File: config.mk
export PLATFORM = sky130hd
export DESIGN_NAME = sdram_dl_writer_flat
export DESIGN_NICKNAME = d
export VERILOG_FILES = /design/src/rtl/dl_pkg.sv /design/src/rtl/sdram_dl_writer_if.sv /design/src/rtl/dl_fifo.sv /design/src/rtl/sdram_dl_writer.sv /design/src/flat_wrapper.sv
export SDC_FILE = /design/constraint.sdc
export NUM_CORES = 1
export LEC_CHECK = 0
export BUFFER_PORTS_ARGS = -buffer_cell sky130_fd_sc_hd__buf_2
export CAP_MARGIN = 20
export CORE_MARGIN = 1.5
export CORE_UTILIZATION = 48
export CTS_CLUSTER_SIZE = 12
export DETAILED_ROUTE_END_ITERATION = 6
export PLACE_DENSITY = 0.77
export SYNTH_ARGS = -nofsm -noshare
export SYNTH_HDL_FRONTEND = slang
export SYNTH_SLANG_ARGS = --single-unit
File: constraint.sdc
create_clock -name clk -period 8.29 [get_ports clk]
set_clock_uncertainty 0.05 [all_clocks]
set_input_delay 1.658 -clock clk [delete_from_list [all_inputs] [get_ports clk]]
set_output_delay 1.658 -clock clk [all_outputs]
set_load 0.01 [all_outputs]
File: src/rtl/dl_pkg.sv
// dl_pkg: word type, FSM states and address helper shared by the download writer
package dl_pkg;
    typedef struct packed {
        logic [23:1] a;
        logic [1:0]  ds;
        logic [15:0] d;
    } dl_word_t;
    typedef enum logic [1:0] {SYNC, IDLE, WAIT} dl_state_t;
    function automatic logic [23:1] word_addr(input logic [23:1] byte_word, input logic [22:0] base);
        return byte_word + base;
    endfunction
endpackage

File: src/rtl/sdram_dl_writer_if.sv
// sdram_dl_writer_if: toggle req/ack write port towards the SDRAM controller
interface sdram_dl_writer_if;
    logic        port1_req;
    logic        port1_ack;
    logic        port1_we;
    logic [23:1] port1_a;
    logic [1:0]  port1_ds;
    logic [15:0] port1_d;
    modport master (output port1_req, port1_we, port1_a, port1_ds, port1_d, input port1_ack);
    modport slave  (input port1_req, port1_we, port1_a, port1_ds, port1_d, output port1_ack);
endinterface

File: src/rtl/dl_fifo.sv
// dl_fifo: first-word-fall-through FIFO of dl_word_t; a push while full is dropped
module dl_fifo
    import dl_pkg::*;
#(
    parameter int  DEPTH = 4,
    localparam int AW    = $clog2(DEPTH)
) (
    input  logic        clk,
    input  logic        rst,
    input  logic        push_i,
    input  dl_word_t    din_i,
    input  logic        pop_i,
    output dl_word_t    dout_o,
    output logic [AW:0] count_o,
    output logic        full_o,
    output logic        empty_o
);
    dl_word_t      mem_q [DEPTH];
    logic [AW-1:0] wr_q, rd_q;
    logic [AW:0]   cnt_q;
    logic          wr, rd;
    assign full_o  = cnt_q == (AW+1)'(DEPTH);
    assign empty_o = cnt_q == '0;
    assign count_o = cnt_q;
    assign dout_o  = mem_q[rd_q];
    assign wr      = push_i & ~full_o;
    assign rd      = pop_i & ~empty_o;
    always_ff @(posedge clk)
        if (wr) mem_q[wr_q] <= din_i;
    always_ff @(posedge clk or posedge rst)
        if (rst) begin
            wr_q  <= '0;
            rd_q  <= '0;
            cnt_q <= '0;
        end else begin
            wr_q  <= wr_q + AW'(wr);
            rd_q  <= rd_q + AW'(rd);
            cnt_q <= cnt_q + (AW+1)'(wr) - (AW+1)'(rd);
        end
endmodule

File: src/rtl/sdram_dl_writer.sv
// sdram_dl_writer: packs ioctl download bytes into masked 16-bit words and
// issues them to the SDRAM controller over a toggle req/ack handshake.
module sdram_dl_writer
    import dl_pkg::*;
#(
    parameter int          FIFO_DEPTH = 4,
    parameter logic [22:0] BASE_WORD  = 23'd0,
    parameter logic [7:0]  DL_INDEX   = 8'd0
) (
    input  logic              clk,
    input  logic              reset,
    input  logic              ioctl_downloading,
    input  logic [7:0]        ioctl_index,
    input  logic              ioctl_wr,
    input  logic [24:0]       ioctl_addr,
    input  logic [7:0]        ioctl_dout,
    sdram_dl_writer_if.master port1,
    output logic              dl_stall,
    output logic              overflow,
    output logic              rom_ready
);
    localparam int CW = $clog2(FIFO_DEPTH) + 1;
    dl_word_t      push_w, head, part_w;
    dl_state_t     state_q;
    logic [CW-1:0] count;
    logic [23:1]   wa, part_a_q, part_a_d;
    logic [7:0]    part_b_q, part_b_d;
    logic          push, pop, full, empty, acc, rise, fall, hit, done;
    logic          dl_q, pend_q, part_q, part_d;
    logic          unused_addr_msb;
    assign unused_addr_msb = ioctl_addr[24];
    assign acc    = ioctl_wr & ioctl_downloading & (ioctl_index == DL_INDEX);
    assign rise   = ioctl_downloading & ~dl_q;
    assign fall   = ~ioctl_downloading & dl_q;
    assign wa     = word_addr(ioctl_addr[23:1], BASE_WORD);
    assign hit    = part_q & (part_a_q == wa);
    assign part_w = '{a: part_a_q, ds: 2'b01, d: {8'h00, part_b_q}};
    // At most one push per cycle: an even byte evicts the old partial, an odd byte
    // completes or stands alone, and the download's end flushes what is left.
    always_comb begin
        push     = 1'b0;
        push_w   = part_w;
        part_d   = part_q;
        part_a_d = part_a_q;
        part_b_d = part_b_q;
        if (acc && ioctl_addr[0]) begin
            push   = 1'b1;
            push_w = '{a: wa, ds: hit ? 2'b11 : 2'b10, d: {ioctl_dout, hit ? part_b_q : 8'h00}};
            part_d = part_q & ~hit;
        end else if (acc) begin
            push     = part_q;
            part_d   = 1'b1;
            part_a_d = wa;
            part_b_d = ioctl_dout;
        end else if (fall) begin
            push   = part_q;
            part_d = 1'b0;
        end
    end
    dl_fifo #(.DEPTH(FIFO_DEPTH)) u_fifo (
        .clk     (clk),
        .rst     (reset),
        .push_i  (push),
        .din_i   (push_w),
        .pop_i   (pop),
        .dout_o  (head),
        .count_o (count),
        .full_o  (full),
        .empty_o (empty)
    );
    assign dl_stall = count >= CW'(FIFO_DEPTH - 1);
    assign pop      = (state_q == IDLE) & ~empty;
    // pend_q remembers that a download happened, so rom_ready never rises out of reset alone
    assign done     = pend_q & ~ioctl_downloading & ~part_q & empty & (state_q == IDLE);
    always_ff @(posedge clk or posedge reset)
        if (reset) begin
            dl_q      <= 1'b0;
            pend_q    <= 1'b0;
            part_q    <= 1'b0;
            part_a_q  <= '0;
            part_b_q  <= '0;
            overflow  <= 1'b0;
            rom_ready <= 1'b0;
        end else begin
            dl_q      <= ioctl_downloading;
            pend_q    <= ioctl_downloading | (pend_q & ~done);
            part_q    <= part_d;
            part_a_q  <= part_a_d;
            part_b_q  <= part_b_d;
            overflow  <= (overflow & ~rise) | (push & full);
            rom_ready <= ~rise & (rom_ready | done);
        end
    assign port1.port1_we = 1'b1;
    always_ff @(posedge clk or posedge reset)
        if (reset) begin
            state_q         <= SYNC;
            port1.port1_req <= 1'b0;
            port1.port1_a   <= '0;
            port1.port1_ds  <= '0;
            port1.port1_d   <= '0;
        end else begin
            case (state_q)
                SYNC: begin
                    port1.port1_req <= port1.port1_ack;
                    state_q         <= IDLE;
                end
                IDLE: if (!empty) begin
                    port1.port1_a   <= head.a;
                    port1.port1_ds  <= head.ds;
                    port1.port1_d   <= head.d;
                    port1.port1_req <= ~port1.port1_req;
                    state_q         <= WAIT;
                end
                default: if (port1.port1_ack == port1.port1_req) state_q <= IDLE;
            endcase
        end
endmodule
File: src/flat_wrapper.sv
// flat-port wrapper written by rule: the top's interface ports become plain ports
module sdram_dl_writer_flat import dl_pkg::*;
#(
    parameter int          FIFO_DEPTH = 4,
    parameter logic [22:0] BASE_WORD  = 23'd0,
    parameter logic [7:0]  DL_INDEX   = 8'd0
)
  (clk, reset, ioctl_downloading, ioctl_index, ioctl_wr, ioctl_addr, ioctl_dout, dl_stall, overflow, rom_ready, port1_port1_req, port1_port1_we, port1_port1_a, port1_port1_ds, port1_port1_d, port1_port1_ack);
  sdram_dl_writer_if port1_i ();
  input  logic clk;
  input  logic reset;
  input  logic ioctl_downloading;
  input  logic [7:0] ioctl_index;
  input  logic ioctl_wr;
  input  logic [24:0] ioctl_addr;
  input  logic [7:0] ioctl_dout;
  output logic dl_stall;
  output logic overflow;
  output logic rom_ready;
  output wire logic [$bits(port1_i.port1_req)-1:0] port1_port1_req;
  output wire logic [$bits(port1_i.port1_we)-1:0] port1_port1_we;
  output wire logic [$bits(port1_i.port1_a)-1:0] port1_port1_a;
  output wire logic [$bits(port1_i.port1_ds)-1:0] port1_port1_ds;
  output wire logic [$bits(port1_i.port1_d)-1:0] port1_port1_d;
  input wire logic [$bits(port1_i.port1_ack)-1:0] port1_port1_ack;
  assign port1_port1_req = port1_i.port1_req;
  assign port1_port1_we = port1_i.port1_we;
  assign port1_port1_a = port1_i.port1_a;
  assign port1_port1_ds = port1_i.port1_ds;
  assign port1_port1_d = port1_i.port1_d;
  assign port1_i.port1_ack = port1_port1_ack;
  sdram_dl_writer #(.FIFO_DEPTH(FIFO_DEPTH), .BASE_WORD(BASE_WORD), .DL_INDEX(DL_INDEX)) u_core (.clk(clk), .reset(reset), .ioctl_downloading(ioctl_downloading), .ioctl_index(ioctl_index), .ioctl_wr(ioctl_wr), .ioctl_addr(ioctl_addr), .ioctl_dout(ioctl_dout), .port1(port1_i), .dl_stall(dl_stall), .overflow(overflow), .rom_ready(rom_ready));
endmodule
## Word level (Yosys, flattened, before mapping)

Memories as Yosys holds them, arrays and structs flattened. A register that Yosys moved wholly into a read port is not among the register bits.
Cells that the tools add are included.

| word-level totals | value |
|---|---|
| flip-flop bits (word level) | 46 |
| bits in writable memories | 164 |
| input bits | 46 |
| output and inout bits | 46 |
| logic and storage cells | 80 |
| memories | 1 |

Memory list:

| name | words | width | read ports | clocked after memory_dff | wr ports | line | source |
|---|---|---|---|---|---|---|---|
| u_core.u_fifo.mem_q | 4 | 41 | 1 | 1 | 1 | dl_fifo.sv:18 | `dl_word_t mem_q [DEPTH];` |

| cells by class | value |
|---|---|
| $add $sub $neg | 4 |
| $lt $le $gt $ge | 1 |
| equality and inequality tests | 5 |
| multiplexer cells | 16 |
| bitwise gates (word level) | 30 |
| reductions and logical operators | 11 |

Operator list:

| cell | count |
|---|---|
| $mux W41 | 1 |
| $eq A23 B23 Y1 | 1 |
| $and A1 B1 Y1 | 17 |
| $mux W1 | 10 |
| $not A1 Y1 | 10 |
| $logic_not A8 Y1 | 1 |
| $mux W8 | 1 |
| $reduce_and A2 Y1 | 4 |
| $reduce_bool A3 Y1 | 2 |
| $add A2 B1 Y2 | 2 |
| $mux W2 | 2 |
| $pmux W2 S2 | 1 |
| $add A3 B1 Y3 | 1 |
| $eq A3 B3 Y1 const B | 1 |
| $ge A3 B2 Y1 const B | 1 |
| $logic_not A3 Y1 | 1 |
| $or A1 B1 Y1 | 3 |
| $sub A3 B1 Y3 | 1 |
| $eq A2 B1 Y1 const B | 1 |
| $logic_not A2 Y1 | 1 |
| $ne A2 B2 Y1 const B | 1 |
| $pmux W1 S2 | 1 |
| $reduce_bool A2 Y1 | 1 |
| $eq A1 B1 Y1 | 1 |
| $logic_and A1 B1 Y1 | 1 |

## Depth between registers and ports, before layout

Gate-level depths: netlist of run 1.

| logic depth | value |
|---|---|
| depth in word-level cells | 8 |
| mapped depth | 10 |
| depth with buffers taken out | 10 |

## Cells and area by module

A second synthesis of run 1 with hierarchy kept.

| second synthesis, totals | value |
|---|---|
| cells, all modules | 569 |
| area, all modules | 10,127.2 um^2 |

By module, submodules not included:

| module | times used | cells an instance | area an instance (um^2) | sequential area each (um^2) |
|---|---|---|---|---|
| dl_fifo | 1 | 250 | 6,379.9 | 5,099.9 |
| sdram_dl_writer | 1 | 319 | 3,747.3 | 2,001.9 |

## Worst setup path after synthesis of run 1

OpenSTA, ideal clock, no wires.

| path | value |
|---|---|
| kind | input to register |
| from | input ioctl_index[5] |
| to | memory u_core.u_fifo.mem_q[0][0] (netlist bit), enable pin |
| setup time | 0.433 ns |
| arrival | 4.217 ns |
| required time | 7.807 ns |
| path slack | 3.590 ns |
| cell stages on the path | 4 |
| buffers on the path | 0 |
| cells stage by stage | nor4_4 nand4_2 a211oi_2 nor3b_2 |

| between the ends | value |
|---|---|
| cells in the longest elaborated chain, start to end | 7 |
| elaborated cells on any way between the ends | 8 |
| classes of those cells | mux (4); bitwise (2); reduce/logical (2) |

RTL lines:

| item | line | source |
|---|---|---|
| start: declaration | flat_wrapper.sv:13 | `input logic [7:0] ioctl_index;` |
| $logic_not A8 Y1 (*) | sdram_dl_writer.sv:32 | `assign acc = ioctl_wr & ioctl_downloading & (ioctl_index == DL_INDEX);` |
| $and A1 B1 Y1 (*) | sdram_dl_writer.sv:32 |  |
| $mux W1 / $logic_and A1 B1 Y1 (equally long branches) | sdram_dl_writer.sv:50, sdram_dl_writer.sv:46 |  |
| $mux W1 (*) | sdram_dl_writer.sv:46 | `if (acc && ioctl_addr[0]) begin` |
| $and A1 B1 Y1 (*) | dl_fifo.sv:26 | `assign wr = push_i & ~full_o;` |
| $mux W1 (*) | dl_fifo.sv:29 | `if (wr) mem_q[wr_q] <= din_i;` |
| $mux W1 (implied by the code) (*) | dl_fifo.sv:29 |  |
| end: declaration | dl_fifo.sv:18 |  |

Mark *: on every way between the ends. The rest lies on a longest branch, timed or not.

## Final worst setup path of run 1

| path | value |
|---|---|
| from | input ioctl_index[5] |
| to | register u_core.u_fifo.cnt_q[2], in the netlist u_core.u_fifo.count_o[2] |

| between the ends | value |
|---|---|
| cells in the longest elaborated chain, start to end | 7 |
| elaborated cells on any way between the ends | 8 |
| classes of those cells | add/sub (2); mux (2); bitwise (2); reduce/logical (2) |

RTL lines:

| item | line | source |
|---|---|---|
| $logic_not A8 Y1 (*) | sdram_dl_writer.sv:32 |  |
| $and A1 B1 Y1 (*) | sdram_dl_writer.sv:32 |  |
| $mux W1 / $logic_and A1 B1 Y1 (equally long branches) | sdram_dl_writer.sv:50, sdram_dl_writer.sv:46 |  |
| $mux W1 (*) | sdram_dl_writer.sv:46 |  |
| $and A1 B1 Y1 (*) | dl_fifo.sv:26 |  |
| $add A3 B1 Y3 (*) | dl_fifo.sv:38 | `cnt_q <= cnt_q + (AW+1)'(wr) - (AW+1)'(rd);` |
| $sub A3 B1 Y3 (*) | dl_fifo.sv:38 |  |
| end signal: assignment | dl_fifo.sv:38 |  |
| end: declaration | dl_fifo.sv:20 | `logic [AW:0] cnt_q;` |

Marked as above.
A chain may end at the register's enable or synchronous reset.

==> results of run 1 <==
==> sequential cells by signal, indices dropped and copies added (netlist names), 3 cells and up <==
name,flops
u_core.u_fifo.mem_q,164
u_core.port1.port1_a,23
u_core.port1.port1_d,16
u_core.part_a_q,23
u_core.part_b_q,8
u_core.u_fifo.count_o,3
==> power groups by stage <==
| stage | Clock, mW | Sequential, mW | Combinational (mW) |
|---|---|---|---|
| finish | 1.04 | 1.59 | 0.805 |
| global route | 1.11 | 1.61 | 0.877 |
| CTS | 1.06 | 1.60 | 0.825 |
| detailed placement | 0 | 1.62 | 0.822 |
| global placement | 0 | 1.61 | 0.794 |
| floorplan | 0 | 1.61 | 0.556 |
==> metal layers <==
metal	wire length, um	vias up
met5	13	-
met4	240	2
li1	-	2416
met1	8280	2734
met3	1070	27
met2	10100	145
==> cell families (layout without fill, tap and decap cells) <==
kind of cell / count (synthesis) / in the layout
flops: 251 / 251
simple gates: 132 / 132
mux: 113 / 113
buf+inv: 34 / 157
xor+xnor: 27 / 27
compound gates: 22 / 22
fa+ha+maj: 6 / 6
other cells: 1 / 3
==> synthesized netlist by cell type (all sizes together) <==
library cell  instances
o21ai                 3
inv                   8
or4                   1
edfxtp              164
nand4                 6
mux4                 41
nor3b                 1
nor2                  8
a21o                  1
nor3                  4
dfrtp                87
a211oi                1
nand2                91
and4bb                1
a41o                  1
nor4bb                1
o31ai                 8
o31a                  1
and3b                 2
buf                  13
and3                  1
fa                    1
a21oi                 2
ha                    5
xor2                 10
nand4b                1
or3                   1
a21boi                1
a22o                  1
clkbuf               13
nor4                  3
nor2b                 1
a31oi                 2
and2                  8
nand2b                2
xnor2                17
mux2                 72
a221o                 1
conb                  1
==> worst max path at each step <==
stage                         startpoint                              endpoint  cells past startpoint
after CTS                 ioctl_index[5]  u_core.u_fifo.mem_q[3][20]$_DFFE_PP_                      5
after floorplan           ioctl_index[5]   u_core.u_fifo.mem_q[0][0]$_DFFE_PP_                      4
final                     ioctl_index[5]    u_core.u_fifo.count_o[2]$_DFF_PP0_                     11
after detailed placement  ioctl_index[5]  u_core.u_fifo.mem_q[3][22]$_DFFE_PP_                      5
after global placement    ioctl_index[5]  u_core.u_fifo.mem_q[2][24]$_DFFE_PP_                      5
after global routing      ioctl_index[5]    u_core.u_fifo.count_o[2]$_DFF_PP0_                     11
==> through the flow <==
step	area, sq um	worst slack (ps)	cells	util, %
final	11700	4650	981	57.3
after global routing	11700	4480	979	57.2
after CTS	11700	3560	975	56.9
after detailed placement	10900	3050	927	53.2
after global placement	10900	3210	926	53.0
after floorplan	10100	3590	586	-
==> area by class of cell <==
cell class / instances / area share (%)
sequential: 251 / 60.5
tap: 270 / 2.88
multi-input combinational: 301 / 24.7
inverter: 8 / 0.266
clock buffer: 42 / 6.24
antenna: 2 / 0.0426
timing repair buffer: 101 / 5.16
clock inverter: 6 / 0.224
==> summary.md, run 1 <==
| Metric | Value |
|---|---|
| Total design power | `3.43 mW` |
| Total grt overflow | `0` |
| Critical R2R Capture | `u_core.u_fifo.count_o[2]$_DFF_PP0_` |
| WL/cell | `20.1 um` |
| WP buf/inv | `4` |
| CTS resizes | `0` |
| Most Crowded Layer GR | `met2` |
| CTS sink count | `251` |
| Cell count after synthesis | `586` |
| Seq pwr share | `46.3%` |
| DR DRC count | `0` |
| Pre-antenna DRT Iters | `5` |
| Antenna violations before repair | `2` |
| Htree depth | `1` |
| Max Cap Viol | `0` |
| Later-pin clock latency in the skew report | `510 ps` |
| Final ANT Viol Nets | `0` |
| Internal | `2.51 mW` |
| Ranking of synthesized cells by area | `edfxtp_1 49%, dfrtp_1 21%, mux4_2 9.1%` |
| Post-synthesis area per instance | `17.3 sq um` |
| RSZ-0062 raised after global routing | `false` |
| CP max-delay cell | `a211oi_2` |
| Final WL | `19.7 mm` |
| Nets | `741` |
| Full die area | `22000 sq um` |
| Clock Path Buffers | `3` |
| Top-area cell type share of the netlist area | `48.6%` |
| Initial Utilization | `49.4%` |
| Final Slew Violations | `0` |
| CTS tree | `built` |
| Via density | `5.43` |
| Final Hold Fails | `0` |
| Die Y | `148 um` |
| Mux cell area share after synthesis | `17.1%` |
| Gpl congestion | `0.762` |
| Reg2reg path depth | `9` |
| I/O pins | `92` |
| Post-synthesis compound-gate area fraction | `2.00%` |
| Net Sw Power | `927 uW` |
| Synth Area in Adders | `0.815%` |
| Yosys warning count | `0` |
| Vias in the first global route | `5761` |
| R2R Path Start | `u_core.part_q$_DFFE_PP0P_` |
| Req. time, crit path | `8640 ps` |
| Hold Crit Endpoint | `u_core.pend_q$_DFF_PP0_` |
| Met1 Use GR | `24.3%` |
| Post-DP HPWL | `12.1 mm` |
| Largest family of logic cells by synthesized area | `multiplexers` |
| Final Hold Slack | `425 ps` |
| WS Path Type | `in2reg` |
| Met3 usage | `3.34%` |
| Fin crit period | `3640 ps` |
| P&R area growth vs syn | `15.8%` |
| Seq/Total Area, Yosys | `70.1%` |
| Syn nets | `638` |
| PortBufs | `89` |
| Fmax | `0.275 GHz` |
| Vias | `5324` |
| Switching Share | `27.0%` |
| Fraction of layout cells with a size suffix above 1 | `37.1%` |
| Clock share of power | `30.2%` |
| Run status | `complete, no violations` |
| Yosys reg bits | `251` |
| R2r setup slk | `5760 ps` |
| Cell Rows | `52` |
| Synth cell types | `43` |
| Reg area | `7100 sq um` |
| CTS buffer count | `26` |
| Footprint of the multi-input gates | `2900 sq um` |
| Max-slew headroom | `37.8%` |
| Fillers | `1531` |
| Global-route wire length before repair | `31.3 mm` |
| Worst EP arrival | `3980 ps` |
| Combinational share of power | `23.4%` |
| Hold Crit Start | `u_core.pend_q$_DFF_PP0_` |
| Min-Delay Path Class | `reg2reg` |
| Crit path largest cell delay | `490 ps` |
| Final setup fails | `0` |
| Initial DRC count | `316` |
| Post-Synth XOR/XNOR Area | `2.33%` |
| Synth area leader | `edfxtp_1` |
| Startpoint Class | `primary input` |
| GR Util met2 | `32.3%` |
| Post-CTS Setup Repair Bufs | `0` |
| Worst-path cell chain | `buf_2 -> nor4_4 -> nand4_2 -> a211oi_2 -> inv_1 -> ha_1 -> inv_1 -> ha_1 -> inv_1 -> fa_1 -> xnor2_1` |
| Setup TNS | `0 ps` |
| CTS clk-pin slew, worst paths | `60 ps` |
| Largest net degree at the start of global routing | `51` |
| Most frequent cells in the layout | `164 x edfxtp_1, 91 x nand2_1, 89 x buf_2` |
| Worst-Margin Slew | `933 ps` |
| Commonest non-fill, non-tap cell in the layout | `edfxtp_1` |
| Crit. End Element | `flip-flop` |
| Hold path depth | `1` |
| Crit-path most repeated cell | `inv_1` |
| Core Box Area | `20500 sq um` |
| Pwr dens | `293 nW/um^2` |
| Crit-path max FO | `6` |
| CTS Hold Buffers Added | `0` |
| GRT Total Usage | `18.4%` |
| Dominant delay contributor by cell family on the critical path | `adder cells` |
| Simple-Gate Fraction of Synth Area | `6.11%` |
| DIE WIDTH | `148 um` |
| LEAKAGE | `4.69 nW` |
| VDD IR max | `0.220 mV` |
| CTS root buffer | `clkbuf_16` |
| Netlist Area Pre-Place | `10100 sq um` |
| Tcrit/Tclk final | `43.9%` |
Note: power is estimated with default switching activity, not from simulation.
==> run 2: changes to the inputs <==
clock period = 3.39 ns   (was 8.29 ns; I/O delays follow)
==> summary.md, run 2 (same netlist as run 1, synthesis figures left out) <==
| Metric | Value |
|---|---|
| Clock Path Buffers | `3 (unchanged)` |
| Core Box Area | `20500 sq um (unchanged)` |
| Most frequent cells in the layout | `164 x edfxtp_1, 91 x nand2_1, 89 x buf_2` |
| Worst EP arrival | `2870 ps (-1110 ps)` |
| Final ANT Viol Nets | `0 (unchanged)` |
| Final Core Density | `57.1% (-0.12 points)` |
| Req. time, crit path | `3740 ps (-4900 ps)` |
| CTS sink count | `251 (unchanged)` |
| Setup TNS | `0 ps (unchanged)` |
| Final Slew Violations | `0 (unchanged)` |
| CTS Hold Buffers Added | `0 (unchanged)` |
| Max Cap Viol | `0 (unchanged)` |
| WP buf/inv | `5 (+1)` |
| Fraction of layout cells with a size suffix above 1 | `37.2% (+0.10 points)` |
| Max reg flops | `164 (unchanged)` |
| Gpl congestion | `0.735 (-3.6%)` |
| Min-Delay Path Class | `in2async` |
| Nets | `741 (unchanged)` |
| Die Y | `148 um (unchanged)` |
| Max-slew headroom | `48.6% (+11 points)` |
| Post-DP HPWL | `12.2 mm (+0.25%)` |
| GRT Total Usage | `18.5% (+0.088 points)` |
| Pwr dens | `715 nW/um^2 (+140%)` |
| Tcrit/Tclk final | `74.2%` |
| WS Path Type | `in2reg` |
| Fmax | `0.397 GHz` |
| DR DRC count | `0 (unchanged)` |
| Via density | `5.47 (+0.76%)` |
| Cell Rows | `52 (unchanged)` |
| Later-pin clock latency in the skew report | `510 ps (about the same)` |
| P&R area growth vs syn | `15.6%` |
| CTS root buffer | `clkbuf_16` |
| Dominant delay contributor by cell family on the critical path | `adder cells` |
| Total grt overflow | `0 (unchanged)` |
| Post-CTS Setup Repair Bufs | `0 (unchanged)` |
| Biggest register | `u_core.u_fifo.mem_q` |
| Fin crit period | `2520 ps` |
| Largest regs | `u_core.u_fifo.mem_q (164), u_core.part_a_q (23), u_core.port1.port1_a (23)` |
| Global-route wire length before repair | `31.3 mm (about the same)` |
| Vias | `5348 (+0.45%)` |
| Worst-Margin Slew | `770 ps (-163 ps)` |
| Run status | `complete, no violations` |
| Startpoint Class | `primary input` |
| Worst setup margin | `874 ps (-3780 ps)` |
| Htree depth | `1 (unchanged)` |
| WL/cell | `20.0 um (-0.77%)` |
| CP max-delay cell | `fa_1` |
| Initial Utilization | `49.4% (unchanged)` |
| Final Hold Fails | `0 (unchanged)` |
| Vias in the first global route | `5696 (-1.1%)` |
| I/O pins | `92 (unchanged)` |
| CTS buffer count | `25 (-3.8%)` |
| Combinational share of power | `24.1% (+0.7 points)` |
| Largest net degree at the start of global routing | `53 (+3.9%)` |
| Final WL | `19.5 mm (-1.1%)` |
| Final setup fails | `0 (unchanged)` |
| Pre-antenna DRT Iters | `4 (-1)` |
| Internal | `6.11 mW (+140%)` |
| Net Sw Power | `2.26 mW (+140%)` |
| Full die area | `22000 sq um (unchanged)` |
| Crit path largest cell delay | `520 ps (+30 ps)` |
| Switching Share | `27.0% (+0.034 points)` |
| CTS clk-pin slew, worst paths | `60 ps (about the same)` |
| Worst-path cell chain | `buf_2 -> nor4_4 -> nand4_2 -> a211oi_2 -> inv_1 -> ha_1 -> inv_1 -> ha_1 -> inv_1 -> fa_1 -> inv_1` |
| DIE WIDTH | `148 um (unchanged)` |
| Antenna violations before repair | `1 (-1)` |
| Post-place setup slack | `350 ps (-2700 ps)` |
| CTS tree | `built` |
| Seq pwr share | `46.3% (about the same)` |
| Crit-path max FO | `6 (unchanged)` |
| CTS resizes | `0 (unchanged)` |
| LEAKAGE | `4.67 nW (-0.38%)` |
| VDD IR max | `0.481 mV (+120%)` |
| Fillers | `1516 (-0.98%)` |
| Initial DRC count | `313 (-0.95%)` |
| RSZ-0062 raised after global routing | `false` |
| Commonest non-fill, non-tap cell in the layout | `edfxtp_1` |
| Clock share of power | `29.6% (-0.6 points)` |
| Crit-path most repeated cell | `inv_1` |
| Crit. End Element | `flip-flop` |
| PortBufs | `89 (unchanged)` |
[run 2: per-stage QoR]
step / cells / hold WS [ps] / cell area, sq um / power (mW)
after global placement: 932 / 411 / 11000 / 5.92
after floorplan: 586 / 399 / 10100 / 5.30
after CTS: 977 / 224 / 11700 / 8.48
final: 978 / 214 / 11700 / 8.37
after global routing: 977 / 262 / 11700 / 8.80
after detailed placement: 932 / 418 / 11000 / 6.01
[run 2: routing by layer]
layer / track usage (%) / share of wire, % / routed length (um)
met5: 0 / 0.067 / 13
met4: 5.79 / 2.3 / 456
met3: 3.13 / 4.6 / 906
met2: 31.8 / 51 / 9990
met1: 24.4 / 42 / 8150
[run 2: layout make-up]
class,count,area [sq um],area share (%)
Multi-Input combinational cell,301,2900,24.7
Clock inverter,1,5.00,0.0427
Clock buffer,44,717,6.12
Timing Repair Buffer,102,618,5.28
Inverter,8,31.3,0.267
Tap cell,270,338,2.88
Antenna cell,1,2.50,0.0214
Sequential cell,251,7100,60.7
[run 2: path summary, 6_finish.rpt]
kind | from | endpoint | slack, ps | cells after the start
setup reg to reg | u_core.part_q$_DFFE_PP0P_ | u_core.u_fifo.count_o[1]$_DFF_PP0_ | 940 | 9
setup / recovery | ioctl_index[5] | u_core.u_fifo.count_o[1]$_DFF_PP0_ | 870 | 11
min in group clk | ioctl_downloading | u_core.dl_q$_DFF_PP0_ | 310 | 1
hold / removal | reset | u_core.part_b_q[1]$_DFFE_PP0P_ | 210 | 2
max in group asynchronous | reset | u_core.u_fifo.count_o[2]$_DFF_PP0_ | 2360 | 3
hold reg to reg | u_core.pend_q$_DFF_PP0_ | u_core.pend_q$_DFF_PP0_ | 430 | 1
[run 2: power by group through the flow]
stage               clock (mW)  sequential [mW]  combinational, mW
CTS                       2.53             3.88               2.07
detailed placement           0             3.94               2.06
finish                    2.48             3.88               2.02
floorplan                    0             3.94               1.36
global placement             0             3.93               1.99
global route              2.65             3.93               2.21
